`src/rtl/link_emu_pkg.sv`:
```
// Shared defaults and elaboration-time parameter checks for the link latency emulator.
package link_emu_pkg;

    localparam int DEFAULT_WIDTH   = 64;
    localparam int DEFAULT_DEPTH   = 16;
    localparam int DEFAULT_LATENCY = 2;  // matches the bench ROUTER_DELAY
    localparam int DEFAULT_CNT_W   = 32;

    // DEPTH must be a power of two (pointers wrap by natural overflow) and LATENCY at least one cycle.
    function automatic bit params_ok(input int depth, input int latency);
        return (depth >= 2) && ((depth & (depth - 1)) == 0) && (latency >= 1);
    endfunction

endpackage

```
`src/rtl/link_latency_emulator_if.sv`:
```
// Word stream into and out of the link latency emulator.
// Handshake: a word transfers on a rising clk edge where valid && ready; a source holding valid
// keeps its data stable until that edge, and ready never waits on valid.
interface link_latency_emulator_if
    import link_emu_pkg::*;
#(
    parameter int WIDTH = DEFAULT_WIDTH
);
    logic [WIDTH-1:0] input_data;
    logic             input_valid;
    logic             input_ready;
    logic [WIDTH-1:0] output_data;
    logic             output_valid;
    logic             output_ready;

    modport master (
        output input_data,
        output input_valid,
        input  input_ready,
        input  output_data,
        input  output_valid,
        output output_ready
    );

    modport slave (
        input  input_data,
        input  input_valid,
        output input_ready,
        output output_data,
        output output_valid,
        input  output_ready
    );
endinterface

```
`src/rtl/link_emu_slot.sv`:
```
// One buffer slot: a data register plus a saturating wait counter that marks when the word has matured.
module link_emu_slot
    import link_emu_pkg::*;
#(
    parameter  int WIDTH   = DEFAULT_WIDTH,
    parameter  int LATENCY = DEFAULT_LATENCY,
    localparam int WAIT_W  = $clog2(LATENCY + 1)
) (
    input  logic             clk,
    input  logic             reset,
    input  logic             load,
    input  logic             decrement,
    input  logic             clear,
    input  logic [WIDTH-1:0] load_data,
    output logic [WIDTH-1:0] data,
    output logic             matured
);

    logic [WAIT_W-1:0] wait_count;

    // The load value is LATENCY-1 because the edge that writes the slot is itself one cycle of delay.
    always_ff @(posedge clk or posedge reset) begin
        if (reset) begin
            data       <= '0;
            wait_count <= '0;
        end else if (load) begin
            data       <= load_data;
            wait_count <= WAIT_W'(LATENCY - 1);
        end else if (clear) begin
            data       <= '0;
            wait_count <= '0;
        end else if (decrement && (wait_count != '0)) begin
            wait_count <= wait_count - WAIT_W'(1);
        end
    end

    assign matured = (wait_count == '0);

endmodule

```
`src/rtl/link_latency_emulator.sv`:
```
// Order-preserving fixed-latency delay stage for one grid link word stream, with occupancy and forwarded-word statistics.
module link_latency_emulator
    import link_emu_pkg::*;
#(
    parameter  int WIDTH   = DEFAULT_WIDTH,
    parameter  int DEPTH   = DEFAULT_DEPTH,
    parameter  int LATENCY = DEFAULT_LATENCY,
    parameter  int CNT_W   = DEFAULT_CNT_W,
    localparam int PTR_W   = $clog2(DEPTH),
    localparam int OCC_W   = $clog2(DEPTH + 1)
) (
    input  logic                 clk,
    input  logic                 reset,
    link_latency_emulator_if.slave link,
    output logic [OCC_W-1:0]     occupancy,
    output logic [CNT_W-1:0]     forwarded_count
);

    if (!params_ok(DEPTH, LATENCY)) begin : g_param_check
        $error("link_latency_emulator: DEPTH must be a power of two >= 2 and LATENCY >= 1");
    end

    logic [PTR_W-1:0] wr_ptr;
    logic [PTR_W-1:0] rd_ptr;
    logic [OCC_W-1:0] count;
    logic             push;
    logic             pop;

    logic [WIDTH-1:0] slot_data [DEPTH];
    logic [DEPTH-1:0] slot_matured;
    logic [DEPTH-1:0] slot_load;
    logic [DEPTH-1:0] slot_clear;
    logic [DEPTH-1:0] slot_dec;

    // No full-buffer bypass: a full buffer refuses input even when the head is leaving this cycle.
    assign link.input_ready  = (count != OCC_W'(DEPTH)) && !reset;
    assign link.output_valid = (count != '0) && slot_matured[rd_ptr];
    assign link.output_data  = slot_data[rd_ptr];

    assign push = link.input_valid && link.input_ready;
    assign pop  = link.output_valid && link.output_ready;

    for (genvar g = 0; g < DEPTH; g++) begin : g_slot
        logic [PTR_W-1:0] offset;
        logic             occupied;

        // A slot is occupied when its distance past the read pointer is below the count.
        assign offset       = PTR_W'(g) - rd_ptr;
        assign occupied     = (OCC_W'(offset) < count);
        assign slot_load[g] = push && (wr_ptr == PTR_W'(g));
        assign slot_clear[g] = pop && (rd_ptr == PTR_W'(g));
        assign slot_dec[g]  = occupied && !slot_load[g];

        link_emu_slot #(
            .WIDTH   (WIDTH),
            .LATENCY (LATENCY)
        ) u_slot (
            .clk       (clk),
            .reset     (reset),
            .load      (slot_load[g]),
            .decrement (slot_dec[g]),
            .clear     (slot_clear[g]),
            .load_data (link.input_data),
            .data      (slot_data[g]),
            .matured   (slot_matured[g])
        );
    end

    always_ff @(posedge clk or posedge reset) begin
        if (reset) begin
            wr_ptr          <= '0;
            rd_ptr          <= '0;
            count           <= '0;
            forwarded_count <= '0;
        end else begin
            if (push) begin
                wr_ptr <= wr_ptr + PTR_W'(1);
            end
            if (pop) begin
                rd_ptr          <= rd_ptr + PTR_W'(1);
                forwarded_count <= forwarded_count + CNT_W'(1);
            end
            case ({push, pop})
                2'b10:   count <= count + OCC_W'(1);
                2'b01:   count <= count - OCC_W'(1);
                default: count <= count;
            endcase
        end
    end

    assign occupancy = count;

endmodule
```
`src/flat_wrapper.sv`:
```
// flat-port wrapper written by rule: the top's interface ports become plain ports
module link_latency_emulator_flat import link_emu_pkg::*;
#(
    parameter  int WIDTH   = DEFAULT_WIDTH,
    parameter  int DEPTH   = DEFAULT_DEPTH,
    parameter  int LATENCY = DEFAULT_LATENCY,
    parameter  int CNT_W   = DEFAULT_CNT_W,
    localparam int PTR_W   = $clog2(DEPTH),
    localparam int OCC_W   = $clog2(DEPTH + 1)
)
  (clk, reset, occupancy, forwarded_count, link_input_data, link_input_valid, link_input_ready, link_output_data, link_output_valid, link_output_ready);
  link_latency_emulator_if #(.WIDTH(WIDTH)) link_i ();
  input  logic clk;
  input  logic reset;
  output logic [OCC_W-1:0] occupancy;
  output logic [CNT_W-1:0] forwarded_count;
  input wire logic [$bits(link_i.input_data)-1:0] link_input_data;
  input wire logic [$bits(link_i.input_valid)-1:0] link_input_valid;
  output wire logic [$bits(link_i.input_ready)-1:0] link_input_ready;
  output wire logic [$bits(link_i.output_data)-1:0] link_output_data;
  output wire logic [$bits(link_i.output_valid)-1:0] link_output_valid;
  input wire logic [$bits(link_i.output_ready)-1:0] link_output_ready;
  assign link_i.input_data = link_input_data;
  assign link_i.input_valid = link_input_valid;
  assign link_input_ready = link_i.input_ready;
  assign link_output_data = link_i.output_data;
  assign link_output_valid = link_i.output_valid;
  assign link_i.output_ready = link_output_ready;
  link_latency_emulator #(.WIDTH(WIDTH), .DEPTH(DEPTH), .LATENCY(LATENCY), .CNT_W(CNT_W)) u_core (.clk(clk), .reset(reset), .link(link_i), .occupancy(occupancy), .forwarded_count(forwarded_count));
endmodule
```
`config.mk`:
```
export PLATFORM = sky130hd
export DESIGN_NAME = link_latency_emulator_flat
export DESIGN_NICKNAME = d
export VERILOG_FILES = /design/src/rtl/link_emu_pkg.sv /design/src/rtl/link_latency_emulator_if.sv /design/src/rtl/link_emu_slot.sv /design/src/rtl/link_latency_emulator.sv /design/src/flat_wrapper.sv
export SDC_FILE = /design/constraint.sdc
export NUM_CORES = 2
export LEC_CHECK = 0
export ABC_CLOCK_PERIOD_IN_PS = 60400
export CAP_MARGIN = 20
export CORE_UTILIZATION = 30
export DETAILED_ROUTE_END_ITERATION = 10
export GPL_TIMING_DRIVEN = 0
export PLACE_DENSITY = 0.42
export SLEW_MARGIN = 20
export SYNTH_ARGS = -nofsm -noshare
export SYNTH_HDL_FRONTEND = slang
export SYNTH_SLANG_ARGS = --single-unit
```
`constraint.sdc`:
```
create_clock -name clk -period 60.4 [get_ports clk]
set_input_delay 12.08 -clock clk [delete_from_list [all_inputs] [get_ports clk]]
set_output_delay 12.08 -clock clk [all_outputs]
set_load 0.01 [all_outputs]
```
; ---- Word level (Yosys, flattened, before mapping)
; Cells that the tools add are included.
[classes]
add_sub_neg = 37
eq_ne = 33
n_reduce_logical = 153
bitwise = 1
muxes = 86
magnitude_cmp = 18
[op_table]
columns = operator, count
row1 = $mux W64, 34
row2 = $bmux W64 S4, 1
row3 = $mux W2, 48
row4 = $lt A4 B5 Y1, 16
row5 = $logic_and A1 B1 Y1, 68
row6 = $reduce_bool A2 Y1, 33
row7 = $eq A4 B4 Y1 const B, 16
row8 = $reduce_bool A3 Y1, 16
row9 = $add A32 B1 Y32 const B, 1
row10 = $eq A4 B3 Y1 const B, 8
row11 = $logic_not A2 Y1, 16
row12 = $sub A2 B1 Y2 const B, 16
row13 = $sub A4 B4 Y4 const A, 8
row14 = $logic_not A1 Y1, 17
row15 = $eq A4 B2 Y1 const B, 4
row16 = $sub A3 B4 Y4 const A, 4
row17 = $pmux W5 S2, 1
row18 = $add A4 B1 Y4 const B, 2
row19 = $eq A4 B1 Y1 const B, 2
row20 = $logic_not A4 Y1, 2
row21 = $sub A1 B4 Y4 const A, 2
row22 = $sub A2 B4 Y4 const A, 2
row23 = $add A5 B1 Y5 const B, 1
row24 = $ge A5 B5 Y1 const B, 1
row25 = 9 further kinds, 9
[word_totals]
ff_bits = 1101
out_inout_bits = 103
in_bits = 68

; ---- Depth between registers and ports, before layout
[depth]
depth_word = 10
ltp_mapped = 18
mapped_depth_nobuf = 16

; ---- Modules after synthesis
; From an unflattened synthesis, not the netlist that was laid out.
[hier_totals]
cells_unflattened = 4424
area_unflattened_um2 = 52673.0
[modules_own_cells]
columns = mod, cells_each, n_inst, area_each_um2, seq_area_each_um2
row1 = link_emu_slot, 228, 16, 2597.5, 1651.6
row2 = link_latency_emulator, 776, 1, 11113.2, 1126.1

; ---- Worst setup path after synthesis
; OpenSTA, ideal clock, no wires.
[synth_path]
path_type = input -> output
from = input reset
to = output link_input_ready
required_ns = 48.320
n_path_buf = 0
cell_stages = 1
setup_slack_ns = 36.041
arrival_ns = 12.279
path_cell_list = a21oi_2
[synth_between]
elab_chain_cells = 2
[synth_rtl]
columns = element, line_no
row1 = from (decl), flat_wrapper.sv:14  ; input logic reset;
row2 = $logic_not A1 Y1, link_latency_emulator.sv:36  ; assign link.input_ready = (count != OCC_W'(DEPTH)) && !reset;
row3 = $logic_and A1 B1 Y1, link_latency_emulator.sv:36
row4 = to (decl), flat_wrapper.sv:19  ; output wire logic [$bits(link_i.input_ready)-1:0] link_input_ready;
; No other way between the ends.

; ---- Worst setup path in the final report
; Ends and elaborated chain as after synthesis.

==> flow_summary.toml <==
[setup_path]
path_max_fanout = 5
cp_data_required_time_ns = 48.32
criticalPathCategory = "in2out"
setup.worst_path.start_class = "input pin"
cp.arrival_ns = 13.55
worstSetupEndpointType = "primary output"

[pwr]
power_frac_clock_pct = 24.2
p_leak_nw = 26.5
p_comb_share_pct = 40.8
netSwitchingFraction_pct = 36.0
p_seq_share_pct = 35.0
power_density_nw_per_um2 = 54.2
finalPower_w = 0.00338
p_switching_w = 0.00122
vdd_drop_max_uv = 28.2
p_int_w = 0.00217

[sta]
period_share_pct = 42.4
rsz0062_at_grt = "false"
max_freq_ghz = 0.0390
timing.final.setup_violations = 0
period_needed_ns = 25.63
max_slew.worst_pin.slew_ns = 1.17
tns_ns = 0
drv_slew = 0
final-hold-violation-count = 0
hold_slack_ns = 0.474
fin_skew_ns = 0.0352
relSlewSlack_pct = 22.0

[logic_synthesis]
syn_inst = 4843
synth_seq_cells = 1101
seq_area_frac_synth_pct = 51.4
synthFlopType = "dfrtp_1"
synth.distinct_cells = 52
muxShareOfSynthArea_pct = 13.9
synth_edf_count = 0
synth-xor-area-share_pct = 1.06
synth_compound_area_share_pct = 15.3
syn_area_um2 = 53600
syn_nets = 4977
yosys_warnings = 0
yosys.area_share.simple_pct = 11.6
syn_avg_cell_area_um2 = 11.1
synth_top_family_by_area = "compound AO/OA/AOI/OAI gates"
synthArstFlopShare_pct = 100
synthAdderAreaFrac_pct = 1.56

[floorplan]
core-area_um2 = 177000
pin_count = 171
initial_utilization_pct = 30.3
placementRows = 154
chipHeight_um = 425
dieArea_um2 = 180000
die-width_um = 425

[grt]
grt_util_all_layers_pct = 23.3
grt_overflow = 0
grt_max_degree = 97
grt_pass1_wl_mm = 305
grt_pass1_vias = 40600
antenna_found_initial = 14

[clock_tree]
hold_buffers = 0
clockBufferDepth = 3
cts_tree = "built"
cts.repair.resized = 0
clk_pin_slew_ns = 0.06
clk_latency_ns = 0.79
cts_root_buf = "clkbuf_16"
cts.sinks = 1101
h-tree-depth = 4
cts_made_buffers = 133
cts_setup_buffers = 0

[place]
dp_hpwl_mm = 143
portBuffers = 106
gp_congestion = 0.809
dpl_cell_area_um2 = 58000

[routing]
wirelength_mm = 210
ant_nets = 0
num_vias = 39900
drtIter0Drc = 3410
viasPerCell = 5.28
wire_per_inst_um = 27.8
firstDrtPassIters = 5
drc_errors = 0

[final_layout]
multi_input_area_um2 = 23300
seqCellArea_um2 = 27600
fin_nets = 5234
final_layout_size_suffix_gt1_share_pct = 21.4
fill_cells = 17600
area_growth_pct = 16.5
design_area_um2 = 62400

[flow_run]
maxCapViolations = 0

[outcome]
status = "complete, no violations"

[hold_path]
hold_path_class = "reg2reg"
-- per-layer routing --
metal / part of all wire (%) / global-route usage [%] / up-vias
li1: - / - / 17400
met1: 45 / 33.2 / 21000
met2: 46 / 36.1 / 1195
met3: 5.3 / 3.48 / 323
met4: 3.4 / 8.27 / 6
met5: 0.015 / 0 / -
-- synth_stat cells, types with 5 or more instances --
| cell type | count | area share (%) |
|---|---|---|
| a21o_1 | 6 | 0.084 |
| a21oi_1 | 388 | 3.6 |
| a21oi_2 | 351 | 5.7 |
| a22o_1 | 320 | 5.2 |
| a311oi_1 | 11 | 0.18 |
| and2_1 | 9 | 0.11 |
| and3_1 | 19 | 0.22 |
| and4_1 | 5 | 0.082 |
| and4_4 | 8 | 0.17 |
| buf_1 | 83 | 0.58 |
| buf_2 | 121 | 1.1 |
| buf_4 | 8 | 0.11 |
| buf_6 | 43 | 0.90 |
| clkbuf_1 | 266 | 1.9 |
| dfrtp_1 | 1101 | 51 |
| ha_1 | 65 | 1.5 |
| inv_1 | 67 | 0.47 |
| mux2_2 | 12 | 0.25 |
| mux4_2 | 324 | 14 |
| nand2_1 | 1445 | 10 |
| nand3_1 | 20 | 0.19 |
| nand4_1 | 6 | 0.070 |
| nor2_1 | 16 | 0.11 |
| nor3_1 | 19 | 0.18 |
| o21ai_0 | 18 | 0.17 |
| o21bai_1 | 5 | 0.070 |
| xnor2_1 | 41 | 0.67 |
| xor2_1 | 24 | 0.39 |
-- stage by stage --
| stage | utilization [%] | std cells | setup slack [ns] |
|---|---|---|---|
| after detailed placement | 32.8 | 7305 | 34.73 |
| final | 35.3 | 7553 | 34.77 |
| after CTS | 35.3 | 7539 | 34.73 |
| after global routing | 35.3 | 7542 | 34.70 |
| after floorplan | - | 4843 | 17.32 |
| after global placement | 32.6 | 7289 | 0.131 |
-- power by group through the flow --
stage,sequential [W],clock [W],combinational [W]
5_1_grt,0.00121,0.000863,0.00149
4_1_cts,0.00118,0.000836,0.00140
2_1_floorplan,0.00115,0,0.000941
3_3_place_gp,0.00120,0,0.00137
6_report,0.00118,0.000819,0.00138
3_5_place_dp,0.00119,0,0.00139
-- kinds of logic after synthesis --
group | Yosys count
AND/OR/NAND/NOR | 1570
AO/OA/AOI/OAI | 1112
flip-flops | 1101
buffers and inverters | 591
multiplexers | 338
adder cells (fa/ha/maj) | 66
XOR/XNOR | 65
-- worst max-delay path, stage by stage --
cell and delay (ns):
clkdlybuf4s50_1 0.52, a21oi_2 0.34, clkdlybuf4s50_1 0.61
-- cell usage in the layout (no fill, tap or decap), types with 24 or more instances in the layout --
| cell type | n |
|---|---|
| buf_6 | 43 |
| xnor2_1 | 41 |
| nand2_1 | 1445 |
| inv_1 | 66 |
| ha_1 | 65 |
| xor2_1 | 24 |
| buf_1 | 74 |
| clkbuf_8 | 31 |
| mux4_2 | 324 |
| a21oi_2 | 351 |
| clkbuf_1 | 295 |
| buf_2 | 126 |
| a21oi_1 | 388 |
| clkdlybuf4s50_1 | 106 |
| clkbuf_16 | 137 |
| dfrtp_1 | 1101 |
| a22o_1 | 320 |
-- registers in the layout (all words and copies together) (netlist names) --
register                         count
u_core.rd_ptr                        4
u_core.forwarded_count              32
u_core.wr_ptr                        4
u_core.g_slot.u_slot.wait_count     32
u_core.occupancy                     5
u_core.g_slot.u_slot.data         1024
-- worst paths after layout --
kind / startpoint / end / slack, ns / cells after the start
worst min-delay path: u_core.forwarded_count[31] / u_core.forwarded_count[31] / 0.47 / 1
worst max-delay path: reset / link_input_ready / 34.77 / 3
min in group asynchronous: reset / u_core.occupancy[1] / 11.73 / 2
worst min register to register: u_core.forwarded_count[31] / u_core.forwarded_count[31] / 0.47 / 1
max in group asynchronous: reset / u_core.g_slot[7].u_slot.data[20] / 46.16 / 7
worst max register to register: u_core.rd_ptr[0] / u_core.g_slot[14].u_slot.wait_count[1] / 55.22 / 13
-- cell type report --
| cell class | instances | share of cell area (%) |
|---|---|---|
| Inverter | 70 | 0.433 |
| Clock buffer | 204 | 6.39 |
| Multi-Input combinational cell | 3151 | 37.4 |
| Clock inverter | 30 | 0.583 |
| Sequential cell | 1101 | 44.1 |
| Timing Repair Buffer | 122 | 2.39 |
| Antenna cell | 14 | 0.0561 |
| Buffer | 521 | 3.97 |
| Tap cell | 2340 | 4.69 |
No activity file was read; power rests on OpenSTA's default activity.
